==> src/rtl/vscale_pc_gen.sv <==
// vscale_pc_gen: next-PC generator for the fetch stage.
//
// Picks the next fetch address from one of seven sources and holds the
// registered fetch PC. Stall and replay are handled here. A small circular
// return-address stack (RAS) supplies predicted return targets. Any accepted
// redirect whose target has bit 1 set is flagged as misaligned.
//
// Ports:
//   clk               sole clock, rising edge
//   reset             synchronous, active-high; wins over stall and selects
//   stall_IF          hold PC_IF, the RAS and target_misaligned
//   PC_src_sel[2:0]   next-PC source select:
//                       0 +4, 1 JAL, 2 JALR, 3 branch, 4 replay,
//                       5 stvec, 6 RAS, 7 treated as +4
//   inst_DX[31:0]     DX instruction; the B-immediate is taken from it
//   alu_out           JAL target
//   rs1_data          JALR target, also the fallback when the RAS is empty
//   PC_DX             DX-stage PC (branch base and call return address)
//   csr_stvec         trap vector
//   ras_push_DX       DX holds a call; push PC_DX + 4
//   PC_PIF            combinational next PC
//   PC_IF             registered fetch PC
//   target_misaligned set when the last accepted redirect had bit 1 set
//   ras_empty         RAS holds no valid entries
//   ras_count         number of valid RAS entries
module vscale_pc_gen #(
  parameter int unsigned          XLEN         = 32,
  parameter int unsigned          RAS_DEPTH    = 4,
  parameter logic [XLEN-1:0]      RESET_VECTOR = 'h200
) (
  input  logic                           clk,
  input  logic                           reset,
  input  logic                           stall_IF,
  input  logic [2:0]                     PC_src_sel,
  input  logic [31:0]                    inst_DX,
  input  logic [XLEN-1:0]                alu_out,
  input  logic [XLEN-1:0]                rs1_data,
  input  logic [XLEN-1:0]                PC_DX,
  input  logic [XLEN-1:0]                csr_stvec,
  input  logic                           ras_push_DX,
  output logic [XLEN-1:0]                PC_PIF,
  output logic [XLEN-1:0]                PC_IF,
  output logic                           target_misaligned,
  output logic                           ras_empty,
  output logic [$clog2(RAS_DEPTH):0]     ras_count
);

  localparam int unsigned PW = $clog2(RAS_DEPTH);
  localparam int unsigned CW = PW + 1;

  localparam logic [2:0] SEL_PLUS_FOUR = 3'd0;
  localparam logic [2:0] SEL_JAL       = 3'd1;
  localparam logic [2:0] SEL_REG       = 3'd2;
  localparam logic [2:0] SEL_BRANCH    = 3'd3;
  localparam logic [2:0] SEL_REPLAY    = 3'd4;
  localparam logic [2:0] SEL_STVEC     = 3'd5;
  localparam logic [2:0] SEL_RAS       = 3'd6;

  logic [XLEN-1:0] ras_mem [RAS_DEPTH];
  logic [PW-1:0]   ras_top;
  logic [CW-1:0]   count_q;

  logic [XLEN-1:0] pc_plus_4;
  logic [XLEN-1:0] branch_imm;
  logic [XLEN-1:0] branch_target;
  logic [XLEN-1:0] ret_addr;
  logic [XLEN-1:0] ras_top_data;
  logic            accept;
  logic            sel_ras;
  logic            redirect;
  logic            ras_nonempty;
  logic [PW-1:0]   ras_wr_idx;
  logic            ras_wr_en;

  // Only the B-immediate fields of the instruction are used.
  logic unused_inst;
  assign unused_inst = ^{inst_DX[24:12], inst_DX[6:0]};

  assign pc_plus_4     = PC_IF + XLEN'(4);
  assign branch_imm    = {{(XLEN-13){inst_DX[31]}}, inst_DX[31], inst_DX[7],
                          inst_DX[30:25], inst_DX[11:8], 1'b0};
  assign branch_target = PC_DX + branch_imm;
  assign ret_addr      = PC_DX + XLEN'(4);

  assign accept        = !reset && !stall_IF;
  assign sel_ras       = (PC_src_sel == SEL_RAS);
  assign ras_nonempty  = (count_q != '0);
  assign ras_top_data  = ras_mem[ras_top];
  assign ras_empty     = !ras_nonempty;
  assign ras_count     = count_q;

  // Push+pop in the same cycle replaces the top entry in place; a plain push
  // goes one slot above the current top (wrapping over the oldest entry).
  assign ras_wr_idx    = sel_ras ? ras_top : ras_top + PW'(1);
  assign ras_wr_en     = accept && ras_push_DX;

  always_comb begin
    PC_PIF   = pc_plus_4;
    redirect = 1'b0;
    if (reset) begin
      PC_PIF = RESET_VECTOR;
    end else begin
      case (PC_src_sel)
        SEL_JAL:    begin PC_PIF = alu_out;       redirect = 1'b1; end
        SEL_REG:    begin PC_PIF = rs1_data;      redirect = 1'b1; end
        SEL_BRANCH: begin PC_PIF = branch_target; redirect = 1'b1; end
        SEL_REPLAY: PC_PIF = PC_IF;
        SEL_STVEC:  begin PC_PIF = csr_stvec;     redirect = 1'b1; end
        SEL_RAS: begin
          PC_PIF   = ras_nonempty ? ras_top_data : rs1_data;
          redirect = 1'b1;
        end
        default:    PC_PIF = pc_plus_4;
      endcase
    end
  end

  always_ff @(posedge clk) begin
    if (reset) begin
      PC_IF             <= RESET_VECTOR;
      target_misaligned <= 1'b0;
      ras_top           <= '0;
      count_q           <= '0;
    end else if (!stall_IF) begin
      PC_IF             <= PC_PIF;
      target_misaligned <= redirect && PC_PIF[1];
      if (ras_push_DX && !sel_ras) begin
        ras_top <= ras_top + PW'(1);
        if (count_q != CW'(RAS_DEPTH))
          count_q <= count_q + CW'(1);
      end else if (sel_ras && !ras_push_DX && ras_nonempty) begin
        ras_top <= ras_top - PW'(1);
        count_q <= count_q - CW'(1);
      end else if (sel_ras && ras_push_DX && !ras_nonempty) begin
        count_q <= CW'(1);
      end
    end
  end

  // Entry storage carries no reset; only the count decides validity.
  always_ff @(posedge clk) begin
    if (ras_wr_en)
      ras_mem[ras_wr_idx] <= ret_addr;
  end

endmodule

==> config.mk <==
export PLATFORM = sky130hd
export DESIGN_NAME = vscale_pc_gen
export DESIGN_NICKNAME = d
export VERILOG_FILES = /design/src/rtl/vscale_pc_gen.sv
export SDC_FILE = /design/constraint.sdc
export NUM_CORES = 1
export LEC_CHECK = 0
export BUFFER_PORTS_ARGS = -buffer_cell sky130_fd_sc_hd__buf_2
export CORE_ASPECT_RATIO = 1.2
export CORE_MARGIN = 5
export CORE_UTILIZATION = 55
export CTS_BUF_LIST = sky130_fd_sc_hd__clkbuf_8
export DETAILED_ROUTE_END_ITERATION = 10
export PLACE_DENSITY = 0.8
export SYNTH_ARGS = -nofsm -noshare
export SYNTH_HDL_FRONTEND = slang
export SYNTH_SLANG_ARGS = --single-unit
==> constraint.sdc <==
create_clock -name clk -period 4.2 [get_ports clk]
set_clock_uncertainty 0.15 [all_clocks]
set_input_delay 0.42 -clock clk [delete_from_list [all_inputs] [get_ports clk]]
set_output_delay 0.42 -clock clk [all_outputs]
set_load 0.03 [all_outputs]
==> results of run 1 <==
-- worst register-to-register path, delay by kind of cell, from the launching register on --
kind	cells	cell delay [ps]
simple gates	5	1250
buf+inv	4	640
flops	1	420
fa+ha+maj	1	230
compound gates	2	220
-- timing repair --
action | 4_1_cts | 5_1_grt
buffers inserted | 0 | 0
setup endpoints to repair | 0 | 2
resized for setup | 0 | 2
hold buffers | 0 | 0
-- kinds of logic (layout without fill, tap and decap cells) --
logic type | after synthesis | after routing | share of synthesized area, %
buf+inv | 121 | 326 | 4.19
other cells | 0 | 2 | 0
xor+xnor | 72 | 72 | 5.72
fa+ha+maj | 36 | 36 | 4.16
mux | 53 | 53 | 8.48
flops | 168 | 168 | 42.2
compound gates | 344 | 344 | 20.5
simple gates | 349 | 349 | 14.8
-- placed cells by master, fill, tap and decap left out, types with 17 or more instances in the layout --
cell type and n:
a211oi_1 18, a21o_1 20, a21oi_1 94, a31oi_1 17, and3_1 19, buf_2 215, buf_4 31, clkbuf_8 17
dfxtp_1 39, edfxtp_1 128, ha_1 35, inv_1 46, mux2i_1 18, mux4_2 32, nand2_1 117, nand3_1 38
nor2_1 94, o21ai_0 60, o22ai_1 22, xnor2_1 54, xor2_1 18
-- power by group --
group / switching, mW / total, mW / internal, mW
combinational: 0.699 / 1.11 / 0.415
sequential: 0.0508 / 1.88 / 1.83
clock: 0.692 / 1.13 / 0.443
-- through the flow --
stage / setup WS, ps / hold slack, ps / utilization [%]
after CTS: 138 / 24.1 / 65.2
after global placement: 190 / 319 / 63.2
after global routing: 51.9 / 14.8 / 65.3
final: 108 / 37.4 / 65.3
after detailed placement: 135 / 324 / 63.2
after floorplan: 247 / 369 / -
-- path summary, 6_finish.rpt --
kind                           from           endpoint  slack [ps]  cells past startpoint
setup / recovery           PC_DX[1]         PC_PIF[31]         110                     12
hold / removal             PC_DX[1]      ras_mem[0][1]          40                      1
setup reg to reg       ras_count[0]           PC_IF[4]        1230                     12
hold reg to reg   target_misaligned  target_misaligned         350                      2
-- per-layer routing --
layer / global-route usage (%) / share of wire [%]
met1: 39.8 / 39
met4: 12.2 / 3.7
met5: 0 / 0
met3: 6.11 / 11
met2: 46.9 / 46
-- cells in the mapped netlist (all sizes together), types with 32 or more instances --
master | n | area (µm²)
a21oi | 95 | 475
nand2 | 117 | 439
mux4 | 32 | 721
xnor2 | 54 | 473
inv | 46 | 173
edfxtp | 128 | 3840
nor2 | 97 | 364
dfxtp | 40 | 801
ha | 35 | 438
nand3 | 38 | 190
clkbuf | 59 | 221
o21ai | 73 | 365
-- registers in the layout, indices dropped and copies added (netlist names), named ones only --
name / count
ras_mem: 128
PC_IF: 32
ras_count: 3
ras_top: 2
target_misaligned: 1
-- layout make-up --
type / instances / area [µm²]
tap: 261 / 327
antenna: 2 / 5.00
timing repair buffer: 247 / 1330
fill: 1626 / 6820
clock buffer: 17 / 234
multi-input combinational: 854 / 5930
inverter: 47 / 176
clock inverter: 15 / 153
sequential: 168 / 4650
==> flow_metrics.env, run 1 <==
export IMPL_status="completed"
export IMPL_power_leakage_nw=5.01
export IMPL_grt_setup_unrepaired="false"
export IMPL_syn_area_per_cell_um2=9.64
export IMPL_cap_violations=0
export IMPL_nets=1538
export IMPL_drtIter0Drc=1419
export IMPL_syn_to_final_growth_pct=16.2
export IMPL_syn_area_mm2=0.0110
export IMPL_min_period_ps=4090
export IMPL_start_util_pct=56.2
export IMPL_final_cells=1611
export IMPL_power_mw=4.13
export IMPL_period_share_pct=97.4
export IMPL_ys_ff_latch=168
export IMPL_cp_required_ps=3630
export IMPL_fp_row_count=56
export IMPL_cts_tree="done"
export IMPL_worst_pin_slew_ps=826
export IMPL_ctsHtreeMaxLevel=4
export IMPL_cts_sinks=168
export IMPL_post_drt_wl_per_cell_um=21.7
export IMPL_grt_ovfl_total=0
export IMPL_die_w_um=139
export IMPL_ys_flop_type="edfxtp_1"
export IMPL_firstDrtPassIters=6
export IMPL_syn_inst=1143
export IMPL_clk_latency_ps=470
export IMPL_ir_worst_vdd_mv=0.191
export IMPL_ioPinCount=236
export IMPL_path_clk_slew_ps=110
export IMPL_drc=0
export IMPL_grt_pass1_vias=9552
export IMPL_cp_common_cell="buf_2"
export IMPL_end_kind="output pin"
export IMPL_clock_root_buffer="clkbuf_8"
export IMPL_critPathLaunchType="input pin"
export IMPL_grt_pass1_wl_um=53200
export IMPL_port_buffers=215
export IMPL_hold_viol=0
export IMPL_vias_per_cell=6.41
export IMPL_wl_um=34900
export IMPL_via_count=10300
export IMPL_setup_viol=0
export IMPL_dp_hpwl_um=25700
export IMPL_cp_slowest_stage_delay_ps=430
export IMPL_coreArea_mm2=0.0196
export IMPL_cts_path_max_buffers=2
export IMPL_drive_above_1_share_pct=24.9
export IMPL_cp_max_fo=6
export IMPL_crit_type="in2out"
export IMPL_clock_fmax_mhz=244
export IMPL_yosysUniqueCellTypes=73
export IMPL_drv_slew=0
export IMPL_antenna_found_initial=3
export IMPL_postPlaceCellArea_mm2=0.0124
export IMPL_hold_class="in2reg"
export IMPL_gp_congestion=0.976
export IMPL_grt_usage_pct=29.5
export IMPL_critPathTopFamily="compound AO/OA/AOI/OAI gates"
export IMPL_dp_cells=1577
export IMPL_antenna_left=0
export IMPL_yosys_warnings=0
export IMPL_die_h_um=165
export IMPL_stdcell_area_mm2=0.0128
export IMPL_arrival_ps=3520
export IMPL_path_cells="buf_2 -> ha_1 -> fa_1 -> a21o_1 -> a221oi_2 -> a2bb2oi_2 -> and4b_1 -> o31ai_2 -> a211o_1 -> a211oi_1 -> nor3b_1 -> buf_2"
export IMPL_ys_async_sr_fraction_pct=0
export IMPL_dieArea_mm2=0.0230
export IMPL_slew_headroom_pct=45.0
export IMPL_grt_max_degree=68
export IMPL_cts_buffers=17
export IMPL_syn_num_nets=1346
export IMPL_crit_slowest_cell="a211oi_1"
export IMPL_power_density_mw_per_mm2=323
export IMPL_yosysSeqAreaShare_pct=42.2
export IMPL_synth_edf_count=128
export IMPL_cp_num_buf_inv=2
export IMPL_tns_ps=0
No activity file was read; power rests on OpenSTA's default activity.
==> inputs of run 2 (changes only) <==
BUFFER_PORTS_ARGS = -buffer_cell sky130_fd_sc_hd__buf_4   (was -buffer_cell sky130_fd_sc_hd__buf_2)
clock period = 4.32 ns   (was 4.2 ns; I/O delays follow)
==> run 2 against run 1 <==
Sequential power fell by 2%; count of clock-buffer cells in the layout did not move; utilization rose by 2.4 points; sequential share of layout area fell by 1.3 points; combinational power barely moved; cell area rose by 3.7%; die area did not move; worst hold slack improved by 3.7 ps.
==> flow_metrics.env, run 2 (synthesized netlist as in run 1, its figures left out) <==
export IMPL_use_met3_pct=6.40
export IMPL_vias_per_cell=6.39
export IMPL_drc=0
export IMPL_post_drt_wl_per_cell_um=21.7
export IMPL_worst_r2r_path_depth=12
export IMPL_cp_common_cell="buf_4"
export IMPL_die_w_um=139
export IMPL_grt_ovfl_total=0
export IMPL_reg2reg_from="ras_count[0]"
export IMPL_top_register="ras_mem"
export IMPL_cp_slowest_stage_delay_ps=400
export IMPL_tns_ps=0
export IMPL_cts_sinks=168
export IMPL_status="completed"
export IMPL_period_share_pct=94.6
export IMPL_via_count=10200
export IMPL_syn_to_final_growth_pct=20.5
export IMPL_crit_type="in2out"
export IMPL_arrival_ps=3500
export IMPL_clock_fmax_mhz=245
export IMPL_ioPinCount=236
export IMPL_grt_setup_unrepaired="false"
export IMPL_wl_um=34800
export IMPL_met1_usage_pct=39.9
export IMPL_fp_row_count=56
export IMPL_drtIter0Drc=1182
export IMPL_ir_worst_vdd_mv=0.238
export IMPL_grt_pass1_wl_um=53400
export IMPL_worst_slack_ps=235
export IMPL_slew_headroom_pct=39.4
export IMPL_cp_max_fo=6
export IMPL_critPathLaunchType="input pin"
export IMPL_grt_max_degree=69
export IMPL_ctsHtreeMaxLevel=4
export IMPL_drv_slew=0
export IMPL_cts_buffers=17
export IMPL_place_ws_ps=266
export IMPL_hold_viol=0
export IMPL_grt_pass1_vias=9714
export IMPL_setup_viol=0
export IMPL_critPathTopFamily="compound AO/OA/AOI/OAI gates"
export IMPL_nets=1533
export IMPL_hold_start="PC_DX[1]"
export IMPL_fill_cells=1544
export IMPL_dieArea_mm2=0.0230
export IMPL_worst_pin_slew_ps=908
export IMPL_antenna_left=0
export IMPL_coreArea_mm2=0.0196
export IMPL_layout_commonest_cell="buf_4"
export IMPL_largest_reg_flops=128
export IMPL_cts_hold_buf=0
export IMPL_end_kind="output pin"
export IMPL_holdPathStages=1
export IMPL_path_cells="buf_4 -> ha_1 -> fa_1 -> a21o_1 -> a221oi_2 -> a2bb2oi_1 -> and4b_1 -> o31ai_2 -> a211o_1 -> a211oi_1 -> nor3b_1 -> buf_4"
export IMPL_port_buffers=215
export IMPL_cts_tree="done"
export IMPL_firstDrtPassIters=5
export IMPL_start_util_pct=56.2
export IMPL_hold_ws_ps=41.1
export IMPL_antennaDiodeCount=0
export IMPL_met2_usage_pct=47.8
export IMPL_power_density_mw_per_mm2=305
export IMPL_drive_above_1_share_pct=24.4
export IMPL_antenna_found_initial=0
export IMPL_cts_setup_buffers=0
export IMPL_holdPathEnd="ras_mem[3][1]"
export IMPL_dp_hpwl_um=25900
export IMPL_cp_required_ps=3740
export IMPL_gp_congestion=0.963
export IMPL_clk_latency_ps=460
export IMPL_cap_violations=0
export IMPL_cp_num_buf_inv=2
export IMPL_power_leakage_nw=5.12
export IMPL_hold_class="in2reg"
export IMPL_grt_usage_pct=29.6
export IMPL_cts_path_max_buffers=2
export IMPL_clock_root_buffer="clkbuf_8"
export IMPL_die_h_um=165
export IMPL_final_cell_mix="buf_4 (241), edfxtp_1 (128), nand2_1 (117)"
export IMPL_r2r_end="PC_IF[4]"
export IMPL_min_period_ps=4090
export IMPL_reg2reg_slack_ps=1120
export IMPL_cts_resized=0
export IMPL_path_clk_slew_ps=90
export IMPL_crit_slowest_cell="fa_1"
export IMPL_top_usage_layer="met2"
[run 2: final cells by class]
| cell class | count | area [µm²] | area share, % |
|---|---|---|---|
| clock buffers | 17 | 234 | 1.76 |
| clock inverters | 14 | 135 | 1.02 |
| inverters | 47 | 176 | 1.33 |
| multi-input cells | 854 | 5930 | 44.6 |
| flip-flops and latches | 168 | 4650 | 35.0 |
| well taps | 261 | 327 | 2.46 |
| repair buffers | 242 | 1830 | 13.8 |
[run 2: metrics by stage]
stage               area [µm²]  power [mW]  instances  util [%]
floorplan                11000        2.57       1143         -
global placement         12900        2.97       1572      65.8
detailed placement       12900        2.99       1572      65.8
CTS                      13300        4.05       1603      67.7
global route             13300        4.23       1603      67.7
finish                   13300        4.05       1603      67.7
[run 2: worst max-delay path by stage]
stage | from | to | slack, ps | cells after the start
floorplan | inst_DX[8] | PC_PIF[31] | 340 | 10
global placement | PC_DX[1] | PC_PIF[31] | 290 | 12
detailed placement | PC_DX[1] | PC_PIF[31] | 270 | 12
CTS | PC_DX[1] | PC_PIF[31] | 260 | 12
global route | PC_DX[1] | PC_PIF[29] | 80 | 12
finish | PC_DX[1] | PC_PIF[31] | 230 | 12
[run 2: power breakdown]
part           switching [mW]  leakage (nW)  internal, mW
clock                   0.655         0.181         0.423
combinational           0.671          3.45         0.466
sequential             0.0558          1.49          1.78
[run 2: metal layers]
layer | vias to the layer above | routed length [µm] | part of all wire (%)
met5 | - | 0 | 0
met4 | 0 | 1050 | 3.0
met3 | 94 | 3380 | 9.7
met2 | 611 | 16100 | 46
met1 | 4850 | 14300 | 41
li1 | 4681 | - | -
